### config.mk
export PLATFORM = sky130hd
export DESIGN_NAME = pipe_hazard_ctrl
export DESIGN_NICKNAME = d
export VERILOG_FILES = /design/src/rtl/riscv_pipe_pkg.sv /design/src/rtl/pipe_wait_timer.sv /design/src/rtl/pipe_hazard_ctrl.sv
export SDC_FILE = /design/constraint.sdc
export NUM_CORES = 1
export LEC_CHECK = 0
export CORE_UTILIZATION = 36
export CTS_BUF_LIST = sky130_fd_sc_hd__clkbuf_8
export DETAILED_ROUTE_END_ITERATION = 12
export GPL_ROUTABILITY_DRIVEN = 0
export PLACE_DENSITY = 0.82
export SYNTH_ARGS = -nofsm -noshare
export SYNTH_HDL_FRONTEND = slang
export SYNTH_SLANG_ARGS = --single-unit
export TNS_END_PERCENT = 5
### constraint.sdc
create_clock -name clk -period 2.7 [get_ports clk]
set_clock_uncertainty 0.1 [all_clocks]
set_input_delay 0.675 -clock clk [delete_from_list [all_inputs] [get_ports clk]]
set_output_delay 0.675 -clock clk [all_outputs]
set_load 0.005 [all_outputs]
### src/rtl/riscv_pipe_pkg.sv
// Shared types and constants for the RV32 pipeline hazard controller.
package riscv_pipe_pkg;

  // Controller state; WAIT remembers the state it interrupted.
  typedef enum logic [1:0] {
    ST_RUN    = 2'd0,
    ST_SHADOW = 2'd1,
    ST_WAIT   = 2'd2
  } ctrl_state_t;

  // Winning hazard of the current cycle, in decreasing priority.
  typedef enum logic [2:0] {
    HZ_NONE     = 3'd0,
    HZ_FREEZE   = 3'd1,
    HZ_BRANCH   = 3'd2,
    HZ_SHADOW   = 3'd3,
    HZ_LOAD_USE = 3'd4,
    HZ_IMEM     = 3'd5
  } hz_cause_t;

  // RUN-state defaults. Enable order: {pc, if_id, id_ex, ex_mem, mem_wb}.
  localparam logic [4:0] RUN_EN        = 5'b11111;
  localparam logic       RUN_IF_ID_CLR = 1'b0;
  localparam logic       RUN_ID_EX_CLR = 1'b0;
  localparam logic       RUN_PC_SEL    = 1'b0;

endpackage

### src/rtl/pipe_wait_timer.sv
// DMEM wait-state timer: counts consecutive freeze cycles (saturating at
// 255) and raises a sticky timeout once the count has reached MAX_WAIT.
module pipe_wait_timer
  import riscv_pipe_pkg::*;
#(
  parameter int unsigned MAX_WAIT = 15
) (
  input  logic clk,
  input  logic rst,
  input  logic freeze_i,
  output logic timeout_o
);

  localparam logic [7:0] MAX_CMP = 8'(MAX_WAIT);

  logic [7:0] wt_cnt_q, wt_cnt_d;
  logic       timeout_q, timeout_d;

  // Next count and sticky timeout; the count clears as soon as the freeze ends.
  always_comb begin
    wt_cnt_d  = 8'd0;
    timeout_d = timeout_q | (wt_cnt_q == MAX_CMP);
    if (freeze_i) begin
      if (wt_cnt_q == 8'hFF) begin
        wt_cnt_d = wt_cnt_q;
      end else begin
        wt_cnt_d = wt_cnt_q + 8'd1;
      end
    end else begin
      wt_cnt_d = 8'd0;
    end
  end

  // Timer registers with synchronous reset.
  always_ff @(posedge clk) begin
    if (rst) begin
      wt_cnt_q  <= 8'd0;
      timeout_q <= 1'b0;
    end else begin
      wt_cnt_q  <= wt_cnt_d;
      timeout_q <= timeout_d;
    end
  end

  assign timeout_o = timeout_q;

endmodule

### src/rtl/pipe_hazard_ctrl.sv
// Pipeline hazard controller for the 5-stage RV32 core: drives per-stage
// enables/clears for load-use stalls, taken-branch flush with an IMEM
// latency shadow, IMEM wait and DMEM wait freezing with a timeout watchdog.
// Optional feature macro: PIPE_PERF_CNT_EN (stall/flush performance counters).
module pipe_hazard_ctrl
  import riscv_pipe_pkg::*;
#(
  parameter int unsigned REG_AW    = 5,
  parameter int unsigned FLUSH_CYC = 1,
  parameter int unsigned MAX_WAIT  = 15,
  parameter int unsigned CNT_W     = 32
) (
  input  logic              clk,
  input  logic              rst,
  input  logic [REG_AW-1:0] id_rs1,
  input  logic [REG_AW-1:0] id_rs2,
  input  logic              id_rs1_used,
  input  logic              id_rs2_used,
  input  logic [REG_AW-1:0] ex_rd,
  input  logic              ex_MemRead,
  input  logic              ex_branch_taken,
  input  logic              imem_ready,
  input  logic              dmem_req,
  input  logic              dmem_ready,
  output logic              pc_en,
  output logic              if_id_en,
  output logic              id_ex_en,
  output logic              ex_mem_en,
  output logic              mem_wb_en,
  output logic              if_id_clr,
  output logic              id_ex_clr,
  output logic              pc_sel_branch,
  output logic              dmem_timeout,
  output logic [CNT_W-1:0]  stall_cnt,
  output logic [CNT_W-1:0]  flush_cnt
);

  localparam logic [1:0] SH_LOAD = 2'(FLUSH_CYC);

  ctrl_state_t state_q, state_d;
  ctrl_state_t ret_q, ret_d;
  ctrl_state_t eff_state_s;
  logic [1:0]  sh_cnt_q, sh_cnt_d;
  hz_cause_t   cause_s;
  logic        freeze_s;
  logic        load_use_s;
  logic        shadow_act_s;

  // While frozen the controller behaves as the interrupted state once DMEM completes.
  assign eff_state_s  = (state_q == ST_WAIT) ? ret_q : state_q;
  assign freeze_s     = dmem_req && !dmem_ready;
  assign shadow_act_s = (eff_state_s == ST_SHADOW) && (sh_cnt_q != 2'd0);
  // x0 is hard-wired zero, so a load to it never creates a dependency.
  assign load_use_s   = ex_MemRead && (ex_rd != '0) &&
                        (((id_rs1 == ex_rd) && id_rs1_used) ||
                         ((id_rs2 == ex_rd) && id_rs2_used));

  // Priority encoder: the first matching hazard owns the cycle.
  always_comb begin
    cause_s = HZ_NONE;
    if (freeze_s) begin
      cause_s = HZ_FREEZE;
    end else if (ex_branch_taken) begin
      cause_s = HZ_BRANCH;
    end else if (shadow_act_s) begin
      cause_s = HZ_SHADOW;
    end else if (load_use_s) begin
      cause_s = HZ_LOAD_USE;
    end else if (!imem_ready) begin
      cause_s = HZ_IMEM;
    end else begin
      cause_s = HZ_NONE;
    end
  end

  // Output decode from the winning hazard; reset forces bubbles and holds everything.
  always_comb begin
    {pc_en, if_id_en, id_ex_en, ex_mem_en, mem_wb_en} = RUN_EN;
    if_id_clr     = RUN_IF_ID_CLR;
    id_ex_clr     = RUN_ID_EX_CLR;
    pc_sel_branch = RUN_PC_SEL;
    if (rst) begin
      {pc_en, if_id_en, id_ex_en, ex_mem_en, mem_wb_en} = 5'b00000;
      if_id_clr = 1'b1;
      id_ex_clr = 1'b1;
    end else begin
      case (cause_s)
        HZ_FREEZE: begin
          {pc_en, if_id_en, id_ex_en, ex_mem_en, mem_wb_en} = 5'b00000;
        end
        HZ_BRANCH: begin
          pc_sel_branch = 1'b1;
          if_id_clr     = 1'b1;
          id_ex_clr     = 1'b1;
        end
        HZ_SHADOW: begin
          if_id_clr = 1'b1;
        end
        HZ_LOAD_USE: begin
          pc_en     = 1'b0;
          if_id_en  = 1'b0;
          id_ex_clr = 1'b1;
        end
        HZ_IMEM: begin
          pc_en     = 1'b0;
          if_id_clr = 1'b1;
        end
        default: begin
        end
      endcase
    end
  end

  // Next state: freeze parks the effective state in ret; leaving WAIT restores it.
  always_comb begin
    state_d  = eff_state_s;
    ret_d    = ret_q;
    sh_cnt_d = sh_cnt_q;
    case (cause_s)
      HZ_FREEZE: begin
        state_d = ST_WAIT;
        ret_d   = eff_state_s;
      end
      HZ_BRANCH: begin
        if (FLUSH_CYC > 0) begin
          state_d  = ST_SHADOW;
          sh_cnt_d = SH_LOAD;
        end else begin
          state_d  = ST_RUN;
          sh_cnt_d = 2'd0;
        end
      end
      HZ_SHADOW: begin
        sh_cnt_d = sh_cnt_q - 2'd1;
        state_d  = (sh_cnt_q == 2'd1) ? ST_RUN : ST_SHADOW;
      end
      default: begin
      end
    endcase
  end

  // Controller state registers; reset aborts WAIT or SHADOW immediately.
  always_ff @(posedge clk) begin
    if (rst) begin
      state_q  <= ST_RUN;
      ret_q    <= ST_RUN;
      sh_cnt_q <= 2'd0;
    end else begin
      state_q  <= state_d;
      ret_q    <= ret_d;
      sh_cnt_q <= sh_cnt_d;
    end
  end

  pipe_wait_timer #(
    .MAX_WAIT (MAX_WAIT)
  ) u_wait_timer (
    .clk       (clk),
    .rst       (rst),
    .freeze_i  (freeze_s),
    .timeout_o (dmem_timeout)
  );

`ifdef PIPE_PERF_CNT_EN
  logic [CNT_W-1:0] stall_cnt_q, stall_cnt_d;
  logic [CNT_W-1:0] flush_cnt_q, flush_cnt_d;
  logic             stall_ev_s;
  logic             flush_ev_s;

  assign stall_ev_s = (cause_s == HZ_FREEZE) || (cause_s == HZ_LOAD_USE) ||
                      (cause_s == HZ_IMEM);
  assign flush_ev_s = (cause_s == HZ_BRANCH);

  // Saturating event counters; they stick at all-ones instead of wrapping.
  always_comb begin
    stall_cnt_d = stall_cnt_q;
    flush_cnt_d = flush_cnt_q;
    if (stall_ev_s && (stall_cnt_q != {CNT_W{1'b1}})) begin
      stall_cnt_d = stall_cnt_q + {{(CNT_W-1){1'b0}}, 1'b1};
    end else begin
      stall_cnt_d = stall_cnt_q;
    end
    if (flush_ev_s && (flush_cnt_q != {CNT_W{1'b1}})) begin
      flush_cnt_d = flush_cnt_q + {{(CNT_W-1){1'b0}}, 1'b1};
    end else begin
      flush_cnt_d = flush_cnt_q;
    end
  end

  // Counter registers with synchronous reset.
  always_ff @(posedge clk) begin
    if (rst) begin
      stall_cnt_q <= {CNT_W{1'b0}};
      flush_cnt_q <= {CNT_W{1'b0}};
    end else begin
      stall_cnt_q <= stall_cnt_d;
      flush_cnt_q <= flush_cnt_d;
    end
  end

  assign stall_cnt = stall_cnt_q;
  assign flush_cnt = flush_cnt_q;
`else
  assign stall_cnt = {CNT_W{1'b0}};
  assign flush_cnt = {CNT_W{1'b0}};
`endif

endmodule

# Word-level counts from Yosys, hierarchy flattened
# Cells that the tools add are included.
# W data, S select, Z words.
[op_classes]
n_eq_ne = 12
bitwise_logic = 2
addsub = 2
n_reduce_logical = 16
mux = 21
[op_table]
columns = ["cell", "n"]
rows = [
  ["$mux W3", 5],
  ["$mux W1", 13],
  ["$eq A5 B5 Y1", 2],
  ["$add A8 B1 Y8 const B", 1],
  ["$eq A8 B4 Y1 const B", 1],
  ["$eq A8 B8 Y1 const B", 1],
  ["$eq A3 B2 Y1 const B", 2],
  ["$eq A3 B3 Y1 const B", 2],
  ["$logic_and A1 B1 Y1", 6],
  ["$pmux W2 S3", 1],
  ["$reduce_or A2 Y1", 3],
  ["$reduce_or A3 Y1", 2],
  ["$reduce_bool A5 Y1", 1],
  ["$eq A2 B1 Y1 const B", 2],
  ["$pmux W2 S2", 1],
  ["$reduce_bool A2 Y1", 2],
  ["$eq A3 B1 Y1 const B", 1],
  ["$eq A2 B2 Y1 const B", 1],
  ["$mux W2", 1],
  ["$sub A2 B1 Y2 const B", 1],
  ["$logic_not A1 Y1", 1],
  ["$logic_or A1 B1 Y1", 1],
  ["$not A1 Y1", 1],
  ["$or A1 B1 Y1", 1],
]
[totals]
output_inout_bits = 73
wordCells = 58
register_bits = 15

# Longest topological paths before layout
[logic_depth]
depth_word = 12
mapped_depth = 7

# Hierarchy
# A second synthesis with hierarchy kept.
[hier_totals]
hier_cells = 184
hier_area_um2 = 1467.7
[by_module_without_submodules]
columns = ["mod", "cells_per_inst", "n_inst", "seq_area_each_um2", "area_per_inst_um2"]
rows = [
  ["pipe_hazard_ctrl", 135, 1, 120.1, 1021.0],
  ["pipe_wait_timer", 49, 1, 180.2, 446.7],
]

# Least setup slack after synthesis
# OpenSTA, ideal clock, no wires.
[synth_timing]
path_type = "in2out"
start = "input ex_rd[1]"
end = "output id_ex_clr"
stages = 4
slack_ns = 0.233
t_arrival_ns = 1.692
path_buffers = 0
cell_sequence = "or4_4 -> o21ai_2 -> nor3_1 -> a221o_1"
[synth_via]
elab_chain_cells = 12
[synth_lines]
columns = ["element", "line", "rtl"]
rows = [
  ["start: declaration", "pipe_hazard_ctrl.sv:19", "input logic [REG_AW-1:0] ex_rd,"],
  ["$eq A5 B5 Y1, on equally long branches", "pipe_hazard_ctrl.sv:55, pipe_hazard_ctrl.sv:56", ""],
  ["$logic_and A1 B1 Y1, on equally long branches", "pipe_hazard_ctrl.sv:55, pipe_hazard_ctrl.sv:56", ""],
  ["$logic_or A1 B1 Y1", "pipe_hazard_ctrl.sv:55", "(((id_rs1 == ex_rd) && id_rs1_used) ||"],
  ["$logic_and A1 B1 Y1 (*)", "pipe_hazard_ctrl.sv:54", "assign load_use_s = ex_MemRead && (ex_rd != '0) &&"],
  ["$mux W3 (*)", "pipe_hazard_ctrl.sv:67", "end else if (load_use_s) begin"],
  ["$mux W3 (*)", "pipe_hazard_ctrl.sv:65", "end else if (shadow_act_s) begin"],
  ["$mux W3 (*)", "pipe_hazard_ctrl.sv:63", "end else if (ex_branch_taken) begin"],
  ["$mux W3 (*)", "pipe_hazard_ctrl.sv:61", "if (freeze_s) begin"],
  ["$eq A3 B2 Y1 / $eq A3 B3 Y1 (equally long branches)", "pipe_hazard_ctrl.sv:87", "case (cause_s)"],
  ["$reduce_or A2 Y1 (no line) (*)", "-", ""],
  ["$mux W1 (*)", "pipe_hazard_ctrl.sv:87", ""],
  ["$mux W1 (*)", "pipe_hazard_ctrl.sv:82", "if (rst) begin"],
  ["end: declaration", "pipe_hazard_ctrl.sv:31", "output logic id_ex_clr,"],
]
# Every way passes the cells marked *; elsewhere a longest branch is shown, timed or not.

# Worst setup path in the final report
[layout_timing]
start = "input ex_rd[3]"
end = "output id_ex_clr"
# Same word-level chain as after synthesis.

==> impl_metrics.yaml <==
layout:
  drive_gt1_share_pct: 17.8
  filler_cell_count: 359
  syn_to_final_growth_pct: 21.6
  n_antenna_cell: 0
  final_nets: 247
  multi_input_area_sq_um: 833
  seqCellArea_sq_um: 300
  layout.cells.non_filler: 267
pwr:
  p_int_mw: 0.402
  powerDensity_mw_per_mm2: 331
  power.leakage_nw: 0.833
  p_sw_share_pct: 27.7
  clock_power_share_pct: 31.6
  pwr-share-comb_pct: 26.7
  vdd.ir_drop.worst_mv: 0.128
  power_mw: 0.556
  p_seq_share_pct: 41.7
  p_switching_mw: 0.154
synth:
  synth_edf_count: 0
  syn_area_sq_mm: 0.00138
  avgSynthCellArea_sq_um: 8.09
  synth_top_area_cell: "buf_4"
  postSynthCellCount: 171
  synth-main-ff-cell: "dfxtp_1"
  yosysMostFrequentCell: "buf_4"
  synth_top_area_share_pct: 36.4
  synth_seq_cells: 15
  yosys-top-cells-area: "buf_4, dfxtp_1, xnor2_1"
  yosysWarnings: 0
  async_flop_share_pct: 0
  synth_common_cells: "buf_4, dfxtp_1, a21oi_1, xnor2_1, nor2_1"
  ys_types: 37
  yosysSeqAreaShare_pct: 21.7
timing:
  fmax_ghz: 0.357
  fin_hold_ws_ps: 372
  fin_crit_ps: 2800
  slew_violations: 0
  rsz0062_at_grt: "yes"
  fin_tns_setup_ps: -242
  setup_viol: 4
  fin_crit_sh_pct: 104
  worst_slack_ps: -98.2
  hold_viol: 0
route:
  vias: 1111
  routedWlPerCell_um: 10.8
  drt_iter0_markers: 22
  routed_via_density: 4.16
  route.detailed.drc: 0
  dr.pass1.iters: 4
  wl_mm: 2.89
  antenna_left: 0
setup_path:
  worstPathRequired_ps: 1920
  critical_path_class: "in -> out"
  path_cells: "buf_6 > or4_4 > o21ai_4 > buf_4 > nor3_2 > a221o_1 > buf_2"
  critical-path-top-delay-family: "simple AND/OR/NAND/NOR gates"
  cp.arrival_ps: 2020
  worst_path_max_delay_cell: "or4_4"
  critPathLaunchType: "input pin"
  cp.buffers_inverters: 3
  critPathMaxStageDelay_ps: 540
  worstPathMaxFanout: 2
  cp-end-kind: "output pin"
place:
  portBuffers: 32
  pre_cts_ws_ps: -740
  hpwlAfterDp_mm: 2.21
  dp_cells: 261
status:
  status: "finished, violations left"
  violations: "negative setup slack"
grt:
  grt_pass1_vias: 956
  antenna_found_initial: 0
  grt_max_degree: 9
  grt_pass1_wl_mm: 4.42
  grt_util_all_layers_pct: 14.1
  overflow: 0
floorplanning:
  initial_utilization_pct: 37.8
  num_rows: 22
  dieArea_sq_mm: 0.00409
  ios: 97
  die_y_um: 64.0
  die_w_um: 64.0
  core_sq_mm: 0.00366
clock_tree:
  htree_levels: 1
  cts_hold_buf: 0
  cts.clk_slew.worst_paths_ps: 60
  cts-root-buf: "clkbuf_8"
  numCtsBuffers: 3
  cts.sinks: 15
  clock_path_buffers: 2
  clk_latency_ps: 250
  cts_tree: "yes"
run:
  cap_violations: 0
min_path:
  hp-class: "reg -> reg"
[metrics by stage]
step | utilization [%] | instance area [sq um]
floorplan | - | 1620
global placement | 43.8 | 1610
detailed placement | 43.8 | 1610
CTS | 45.1 | 1650
global route | 45.9 | 1680
finish | 45.9 | 1680
[layout make-up]
type                    count  share of cell area [%]
flip-flops and latches     15                    17.9
inverters                   5                    1.12
clock inverters             1                   0.223
repair buffers             49                    25.2
multi-input cells         146                    49.6
clock buffers               3                    2.46
well taps                  48                    3.57
[final timing paths]
check	from	end	slack, ps	cells after the start
max	ex_rd[3]	id_ex_clr	-100	7
min	u_wait_timer.timeout_o	u_wait_timer.timeout_o	370	2
max reg2reg	u_wait_timer.wt_cnt_q[0]	u_wait_timer.wt_cnt_q[3]	1040	6
min reg2reg	u_wait_timer.timeout_o	u_wait_timer.timeout_o	370	2
[cell usage in the layout (no fill, tap or decap), types with 2 or more instances in the layout]
master	Yosys	layout
a21oi_1	12	11
a21oi_2	1	2
a311oi_1	2	2
a31oi_1	3	3
and3_1	3	3
buf_2	0	5
buf_4	67	17
buf_6	0	2
clkbuf_8	0	3
clkdlybuf4s50_1	0	9
conb_1	1	64
dfxtp_1	15	15
dlygate4sd2_1	0	9
dlymetal6s2s_1	0	6
ha_1	3	3
inv_1	5	6
nand2_1	3	3
nand2b_1	4	4
nand4_1	3	3
nor2_1	9	8
nor3_1	3	2
o21ai_0	5	5
xnor2_1	11	11
xor2_1	2	2
[tightest hold or removal path, cell delays in order, from the launching register on]
cell and delay (ps):
dfxtp_1 320, a21oi_1 40, nor2_1 70
[flip-flops by register name, indices dropped and copies added, names as in the netlist]
| register | count |
|---|---|
| ret_q | 2 |
| sh_cnt_q | 2 |
| state_q | 2 |
| u_wait_timer.timeout_o | 1 |
| u_wait_timer.wt_cnt_q | 8 |
[layer usage]
metal / routed length [um] / vias to the layer above / share of wire (%) / GRT usage, %
li1: - / 546 / - / -
met1: 1050 / 516 / 36 / 14.8
met2: 1670 / 40 / 58 / 27.1
met3: 75 / 9 / 2.6 / 0.714
met4: 91 / 0 / 3.2 / 8.81
met5: 0 / - / 0 / 0
[cells by family after synthesis]
kind of cell	Yosys count	synth area share, %
multiplexers	1	0.724
buffers and inverters	73	38.0
XOR/XNOR	13	8.24
other	1	0.271
adder cells (fa/ha/maj)	3	2.72
AO/OA/AOI/OAI	31	14.0
AND/OR/NAND/NOR	34	14.3
flip-flops	15	21.7
[power groups by stage]
stage | combinational [mW] | clock, mW | sequential [mW]
6_report | 0.148 | 0.176 | 0.232
5_1_grt | 0.163 | 0.191 | 0.233
4_1_cts | 0.142 | 0.181 | 0.232
3_5_place_dp | 0.145 | 0 | 0.237
3_3_place_gp | 0.144 | 0 | 0.236
2_1_floorplan | 0.136 | 0 | 0.235
[timing repair]
action / CTS / global route
pin swaps: 11 / 11
resized for setup: 46 / 10
endpoints found under the hold margin: 0 / 0
setup buffers: 2 / 0
cloned: 0 / 0
setup endpoints to repair: 8 / 4
Power figures use the tool's default switching activity.
